`config.mk`:
```
export PLATFORM = sky130hd
export DESIGN_NAME = gate_vector_driver
export DESIGN_NICKNAME = d
export VERILOG_FILES = /design/src/rtl/gate_vector_driver.sv
export SDC_FILE = /design/constraint.sdc
export NUM_CORES = 1
export LEC_CHECK = 0
export CAP_MARGIN = 20
export CORE_MARGIN = 3
export CORE_UTILIZATION = 45
export DETAILED_ROUTE_END_ITERATION = 10
export PLACE_DENSITY = 0.8
export SYNTH_ARGS = -nofsm -noshare
export SYNTH_HDL_FRONTEND = slang
export SYNTH_SLANG_ARGS = --single-unit
export TNS_END_PERCENT = 5
```
`constraint.sdc`:
```
create_clock -name clk -period 1.49 [get_ports clk]
set_input_delay 0.298 -clock clk [delete_from_list [all_inputs] [get_ports clk]]
set_output_delay 0.298 -clock clk [all_outputs]
set_load 0.01 [all_outputs]
```
`src/rtl/gate_vector_driver.sv`:
```
// gate_vector_driver: clocked exhaustive sweep for a combinational gate.
// Walks vec through every input combination, holds each vector for
// HOLD_CYCLES clocks and compares dut_out against TRUTH[vec] on the last
// hold cycle. It reports the mismatch count, the first failing vector and
// a pass/done flag.
//
// Start handshake: start is a level that is sampled on each rising edge.
// A start seen in IDLE or DONE launches a fresh sweep. A start seen while
// the sweep is running (DRIVE) is ignored.
module gate_vector_driver #(
  parameter int                 N_IN        = 2,
  parameter logic [2**N_IN-1:0] TRUTH       = 4'b1110,
  parameter int                 HOLD_CYCLES = 5
) (
  input  logic            clk,
  input  logic            rst,
  input  logic            start,
  input  logic            dut_out,
  output logic [N_IN-1:0] vec,
  output logic            busy,
  output logic            done,
  output logic            pass,
  output logic [N_IN:0]   err_count,
  output logic            fail_valid,
  output logic [N_IN-1:0] fail_vec
);

  // The hold counter only has to reach HOLD_CYCLES-1; it keeps at least one bit.
  localparam int              CW        = (HOLD_CYCLES > 1) ? $clog2(HOLD_CYCLES) : 1;
  localparam logic [CW-1:0]   HOLD_LAST = CW'(HOLD_CYCLES - 1);
  localparam logic [N_IN-1:0] VEC_LAST  = '1;

  typedef enum logic [1:0] {
    S_IDLE  = 2'd0,
    S_DRIVE = 2'd1,
    S_DONE  = 2'd2
  } state_e;

  state_e          state_q;
  logic [CW-1:0]   cnt_q;
  logic [N_IN-1:0] vec_q;
  logic            busy_q;
  logic            done_q;
  logic            pass_q;
  logic [N_IN:0]   err_q;
  logic            fail_valid_q;
  logic [N_IN-1:0] fail_vec_q;

  logic            sample_edge;
  logic            mismatch;
  logic [N_IN:0]   err_d;

  // Sample-edge decode and the error count that results if this edge samples.
  always_comb begin
    sample_edge = 1'b0;
    mismatch    = 1'b0;
    err_d       = err_q;
    sample_edge = (state_q == S_DRIVE) && (cnt_q == HOLD_LAST);
    mismatch    = (dut_out != TRUTH[vec_q]);
    if (sample_edge && mismatch) begin
      err_d = err_q + {{N_IN{1'b0}}, 1'b1};
    end
  end

  // Sweep FSM. All outputs are registered here.
  always_ff @(posedge clk or posedge rst) begin
    if (rst) begin
      state_q      <= S_IDLE;
      cnt_q        <= '0;
      vec_q        <= '0;
      busy_q       <= 1'b0;
      done_q       <= 1'b0;
      pass_q       <= 1'b0;
      err_q        <= '0;
      fail_valid_q <= 1'b0;
      fail_vec_q   <= '0;
    end else begin
      case (state_q)
        S_IDLE, S_DONE: begin
          vec_q <= '0;
          if (start) begin
            state_q      <= S_DRIVE;
            cnt_q        <= '0;
            busy_q       <= 1'b1;
            done_q       <= 1'b0;
            pass_q       <= 1'b0;
            err_q        <= '0;
            fail_valid_q <= 1'b0;
            fail_vec_q   <= '0;
          end
        end
        S_DRIVE: begin
          if (sample_edge) begin
            err_q <= err_d;
            if (mismatch && !fail_valid_q) begin
              fail_valid_q <= 1'b1;
              fail_vec_q   <= vec_q;
            end
            cnt_q <= '0;
            if (vec_q == VEC_LAST) begin
              // pass uses err_d so that a miss on the last vector is counted.
              state_q <= S_DONE;
              busy_q  <= 1'b0;
              done_q  <= 1'b1;
              pass_q  <= (err_d == '0);
              vec_q   <= '0;
            end else begin
              vec_q <= vec_q + {{(N_IN-1){1'b0}}, 1'b1};
            end
          end else begin
            cnt_q <= cnt_q + CW'(1);
          end
        end
        default: begin
          state_q <= S_IDLE;
        end
      endcase
    end
  end

  assign vec        = vec_q;
  assign busy       = busy_q;
  assign done       = done_q;
  assign pass       = pass_q;
  assign err_count  = err_q;
  assign fail_valid = fail_valid_q;
  assign fail_vec   = fail_vec_q;

endmodule

```
* Yosys cells after proc, flatten, opt, wreduce, memory -nomap -nowiden *
Index checks and enable logic that the tools add are counted.
W data, S select, Z words.

word-level totals
  output and inout bits = 11
  input port bits = 4
  register bits after elaboration = 16
  logic and storage cells = 69

operators by class
  mux-type cells = 33
  reductions and logical operators = 14
  equality and inequality tests = 9
  add/subtract/negate cells = 3
  $lt $le $gt $ge = 1

operators by type and width
  cell                   count
  $mux W2                8
  $mux W3                4
  $pmux W2 S2            3
  $pmux W3 S2            2
  $mux W1                11
  $pmux W1 S2            4
  $reduce_and A4 Y1      2
  $add A3 B1 Y3 const B  2
  $reduce_and A3 Y1      2
  $eq A2 B2 Y1 const B   2
  $ne A2 B1 Y1 const B   2
  $ne A2 B2 Y1 const B   2
  $reduce_and A2 Y1      2
  $eq A3 B3 Y1 const B   1
  $logic_and A1 B1 Y1    3
  $logic_not A3 Y1       1
  $lt A2 B3 Y1 const B   1
  $add A2 B1 Y2 const B  1
  $bmux W1 S2            1
  $eq A2 B1 Y1 const B   1
  $logic_not A2 Y1       1
  $reduce_bool A2 Y1     1
  $reduce_or A2 Y1       1
  $logic_not A1 Y1       1
  $ne A1 B1 Y1           1

* Longest topological paths before layout *
  depth after elaboration = 9
  depth in mapped cells = 6
  gate-level depth less buffers = 6

* Worst setup path after synthesis *
No wires, ideal clock.

  path type = register to register
  start = register vec_q[0] (netlist: vec[0])
  end = register fail_valid_q (netlist: fail_valid)
  slack = -139 ps
  stages on the path, launching flop included = 7
  period minus slack after synthesis = 1,629 ps
  arrival = 1,547 ps
  data required time = 1,407 ps
  setup time = 83 ps
  cell sequence = dfrtp_1 inv_1 ha_1 xor2_1 a2111o_1 a21o_1 o21ai_0

on the way
  word-level cells in the longest chain between the ends = 6

RTL lines
  item                           RTL line  source
  start: declaration             41        logic [N_IN-1:0] vec_q;
  start signal: assignment       108       vec_q <= vec_q + {{(N_IN-1){1'b0}}, 1'b1};
  $bmux W1 S2                    59        mismatch = (dut_out != TRUTH[vec_q]);
  $mux W1 (not written as such)  59
  $ne A1 B1 Y1                   59
  $logic_and A1 B1 Y1            95        if (mismatch && !fail_valid_q) begin
  $ne A2 B1 Y1 (no line)         --
  $reduce_and A4 Y1 (no line)    --
  end signal: assignment         75        fail_valid_q <= 1'b0;
  end signal: assignment         88        fail_valid_q <= 1'b0;
  end signal: assignment         96        fail_valid_q <= 1'b1;
  end: declaration               46        logic fail_valid_q;

No other way between the ends. The select of a mux whose other input is x is not followed.
A chain may end at the register's enable or synchronous reset.

* Worst setup path in the final report *
  start = register cnt_q[1]
  end = register pass_q (netlist: pass)

on the way
  word-level cells in the longest chain between the ends = 8
  elaborated cells on any way between the ends = 10
  classes of those cells = eq/ne: 2; mux: 4; reduce/logical: 4

RTL lines
  item                      RTL line  source
  start: declaration        40        logic [CW-1:0] cnt_q;
  start signal: assignment  111       cnt_q <= cnt_q + CW'(1);
  $eq A3 B3 Y1 (*)          58        sample_edge = (state_q == S_DRIVE) && (cnt_q == HOLD_LAST);
  $logic_and A1 B1 Y1 (*)   58
  $logic_and A1 B1 Y1       60        if (sample_edge && mismatch) begin
  $mux W3                   60
  $logic_not A3 Y1          105       pass_q <= (err_d == '0);
  $mux W1                   100       if (vec_q == VEC_LAST) begin
  $mux W1                   93        if (sample_edge) begin
  $pmux W1 S2               78        case (state_q)
  end signal: assignment    105
  end: declaration          44        logic pass_q;

Mark *: on every way between the ends. The rest lies on a longest branch, timed or not. The select of a mux whose other input is x is not followed.

==> results.yml <==
clock_network:
  clock-root-buffer: "clkbuf_4"
  cts_tree: "yes"
  cts_max_level: 1
  cts_setup_buffers: 0
  clk_pin_slew_ns: 0.09
  cts-buffers-inserted: 3
  clock_sinks: 16
  clk_latency_ns: 0.29
  cts_max_path_buffers: 2
  cts_hold_buffers: 0
logic_synthesis:
  ys_warn_count: 0
  post_synth_num_cell_types: 27
  synth_top_area_share_pct: 47.1
  yosysSeqAreaShare_pct: 47.1
  synth_cells: 92
  avgSynthCellArea_sq_um: 9.23
  syn_area_sq_um: 850
  ys_ff_latch: 16
  async_flop_share_pct: 100
  yosysTopAreaCell: "dfrtp_1"
  synth.area.top_cells: "dfrtp_1 47%, nand2_1 8.8%, ha_1 7.4%"
  synth_edf_count: 0
  ys.flop_type: "dfrtp_1"
  synth_fp_nets: 101
routing:
  wl_per_cell_um: 12.7
  ant_nets: 0
  drtIter0Drc: 11
  drc: 0
  drt_pass1_iterations: 4
  vias: 764
  via_per_inst: 5.23
  wl_um: 1860
sta:
  tightestPinTransition_ns: 0.308
  hold_ws_ns: 0.310
  rsz0062_at_grt: "true"
  setup_slack_ns: -0.0256
  fmax_mhz: 660
  finalHoldViolations: 0
  drv_slew: 0
  skew_ns: 0.00494
  slew_headroom_pct: 79.3
  finalCritPeriodShare_pct: 102
  period_needed_ns: 1.52
  finalSetupViolations: 1
floorplanning:
  fp.dieH_um: 49.5
  coreArea_sq_um: 1750
  initial_utilization_pct: 48.7
  die_x_um: 49.5
  io_pins: 15
  rows: 15
  dieArea_sq_um: 2450
global_routing:
  grt_max_degree: 17
  overflow: 0
  grt-busiest-layer: "met2"
  grt_pass1_vias: 733
  antenna_found_initial: 0
  grt_pass1_wl_um: 3280
  met3_usage_pct: 3.93
  met2_usage_pct: 31.7
  track_usage_pct: 17.5
  grtUsageMet1_pct: 19.8
worst_setup_path:
  worst_ep_arrival_time_ns: 1.71
  cp.required_ns: 1.68
  r2r_slack_ns: -0.03
  r2r_end: "pass$_DFFE_PP0P_"
  r2r_start: "cnt_q[1]$_DFFE_PP0P_"
  worstSetupPathType: "reg -> reg"
  reg2reg_depth: 6
  endpoint_kind: "flop"
  path_max_fanout: 4
  cp-startpoint: "cnt_q[1]$_DFFE_PP0P_"
  setup.worst_path.start_class: "flop"
cells_and_area:
  layout_commonest_cell: "nand2_1"
  finish.net_count: 131
  drive_gt1_share_pct: 22.3
  utilization_pct: 67.2
  syn_to_final_growth_pct: 38.1
  fillers: 154
  stdcell_count: 146
  layout_common_cells: "20 x nand2_1, 14 x dfrtp_1, 13 x buf_4"
  diodes: 0
placed_design:
  pre_cts_slack_ns: -0.177
  placed_cells: 142
  hpwlAfterDp_um: 1440
  routabilityCongestion: 0.839
  port_buffers: 14
hold_path:
  hold_class: "in -> async"
pwr:
  leakage_nw: 0.608
  powerDensity_nw_per_um2: 1810
  vdd_drop_max_uv: 1120
status:
  status: "finished, violations left"
  violations: "setup timing"
run:
  timing.max_cap.violations: 0
-- synth_stat cells (all sizes together), types with 2 or more instances --
master,count
a21o,2
a21oi,3
dfrtp,16
ha,5
inv,8
mux2i,3
nand2,21
nand3,6
nor2,3
o21ai,10
-- logic make-up after synthesis --
group           Yosys count  synth area share (%)
mux                       3                  3.53
compound gates           19                  13.4
flops                    16                  47.1
fa+ha+maj                 5                  7.36
xor+xnor                  1                  1.03
simple gates             38                  23.0
buf+inv                  10                  4.56
-- through the flow --
step	total power, W	setup TNS [ns]	area (sq um)
floorplan	0.00138	-0.0412	878
global placement	0.00185	-0.713	1140
detailed placement	0.00191	-0.915	1140
CTS	0.00216	-0.128	1170
global route	0.00233	-0.385	1170
finish	0.00212	-0.0256	1170
-- routing by layer --
layer	part of all wire, %	wire length, um	vias to the layer above
met2	53	994	22
met1	40	739	366
li1	-	-	371
met4	2.0	37	0
met5	0	0	-
met3	4.6	86	5
-- flip-flops by register name, summed over array words and instances, names as in the netlist --
register and count:
fail_vec 2, state_q 2, err_count 3, cnt_q 3
fail_valid 1, done 1, vec 2, pass 1
busy 1
-- layout make-up --
class,instances,area [sq um],area share [%]
Clock buffer,4,36.3,3.09
Inverter,8,30.0,2.56
Multi-Input combinational cell,66,438,37.3
Sequential cell,16,403,34.3
Tap cell,25,31.3,2.67
Timing Repair Buffer,27,235,20.0
-- worst max-delay path: stages, from the launching register on --
cell	delay (ns)
dfrtp_1	0.40
inv_2	0.08
ha_4	0.16
nand2_4	0.06
nor4_4	0.36
mux2i_1	0.12
o311ai_1	0.24
-- what timing repair did --
| action | CTS | global route |
|---|---|---|
| setup endpoints to repair | 14 | 10 |
| resized for setup | 9 | 5 |
| pin swaps | 4 | 2 |
-- report_power, final --
| part | switching (W) | internal (W) |
|---|---|---|
| clock | 0.000138 | 0.000149 |
| sequential | 0.000130 | 0.000595 |
| combinational | 0.000554 | 0.000559 |
| total | 0.000821 | 0.00130 |
-- worst max path at each step --
| stage | endpoint | cells past startpoint | slack, ns |
|---|---|---|---|
| 2_1_floorplan | pass$_DFFE_PP0P_ | 6 | -0.04 |
| 3_3_place_gp | pass$_DFFE_PP0P_ | 5 | -0.13 |
| 3_5_place_dp | pass$_DFFE_PP0P_ | 5 | -0.18 |
| 4_1_cts | err_count[0] | 1 | -0.08 |
| 5_1_grt | pass$_DFFE_PP0P_ | 6 | -0.15 |
| 6_report | pass$_DFFE_PP0P_ | 6 | -0.03 |
Power figures use the tool's default switching activity.
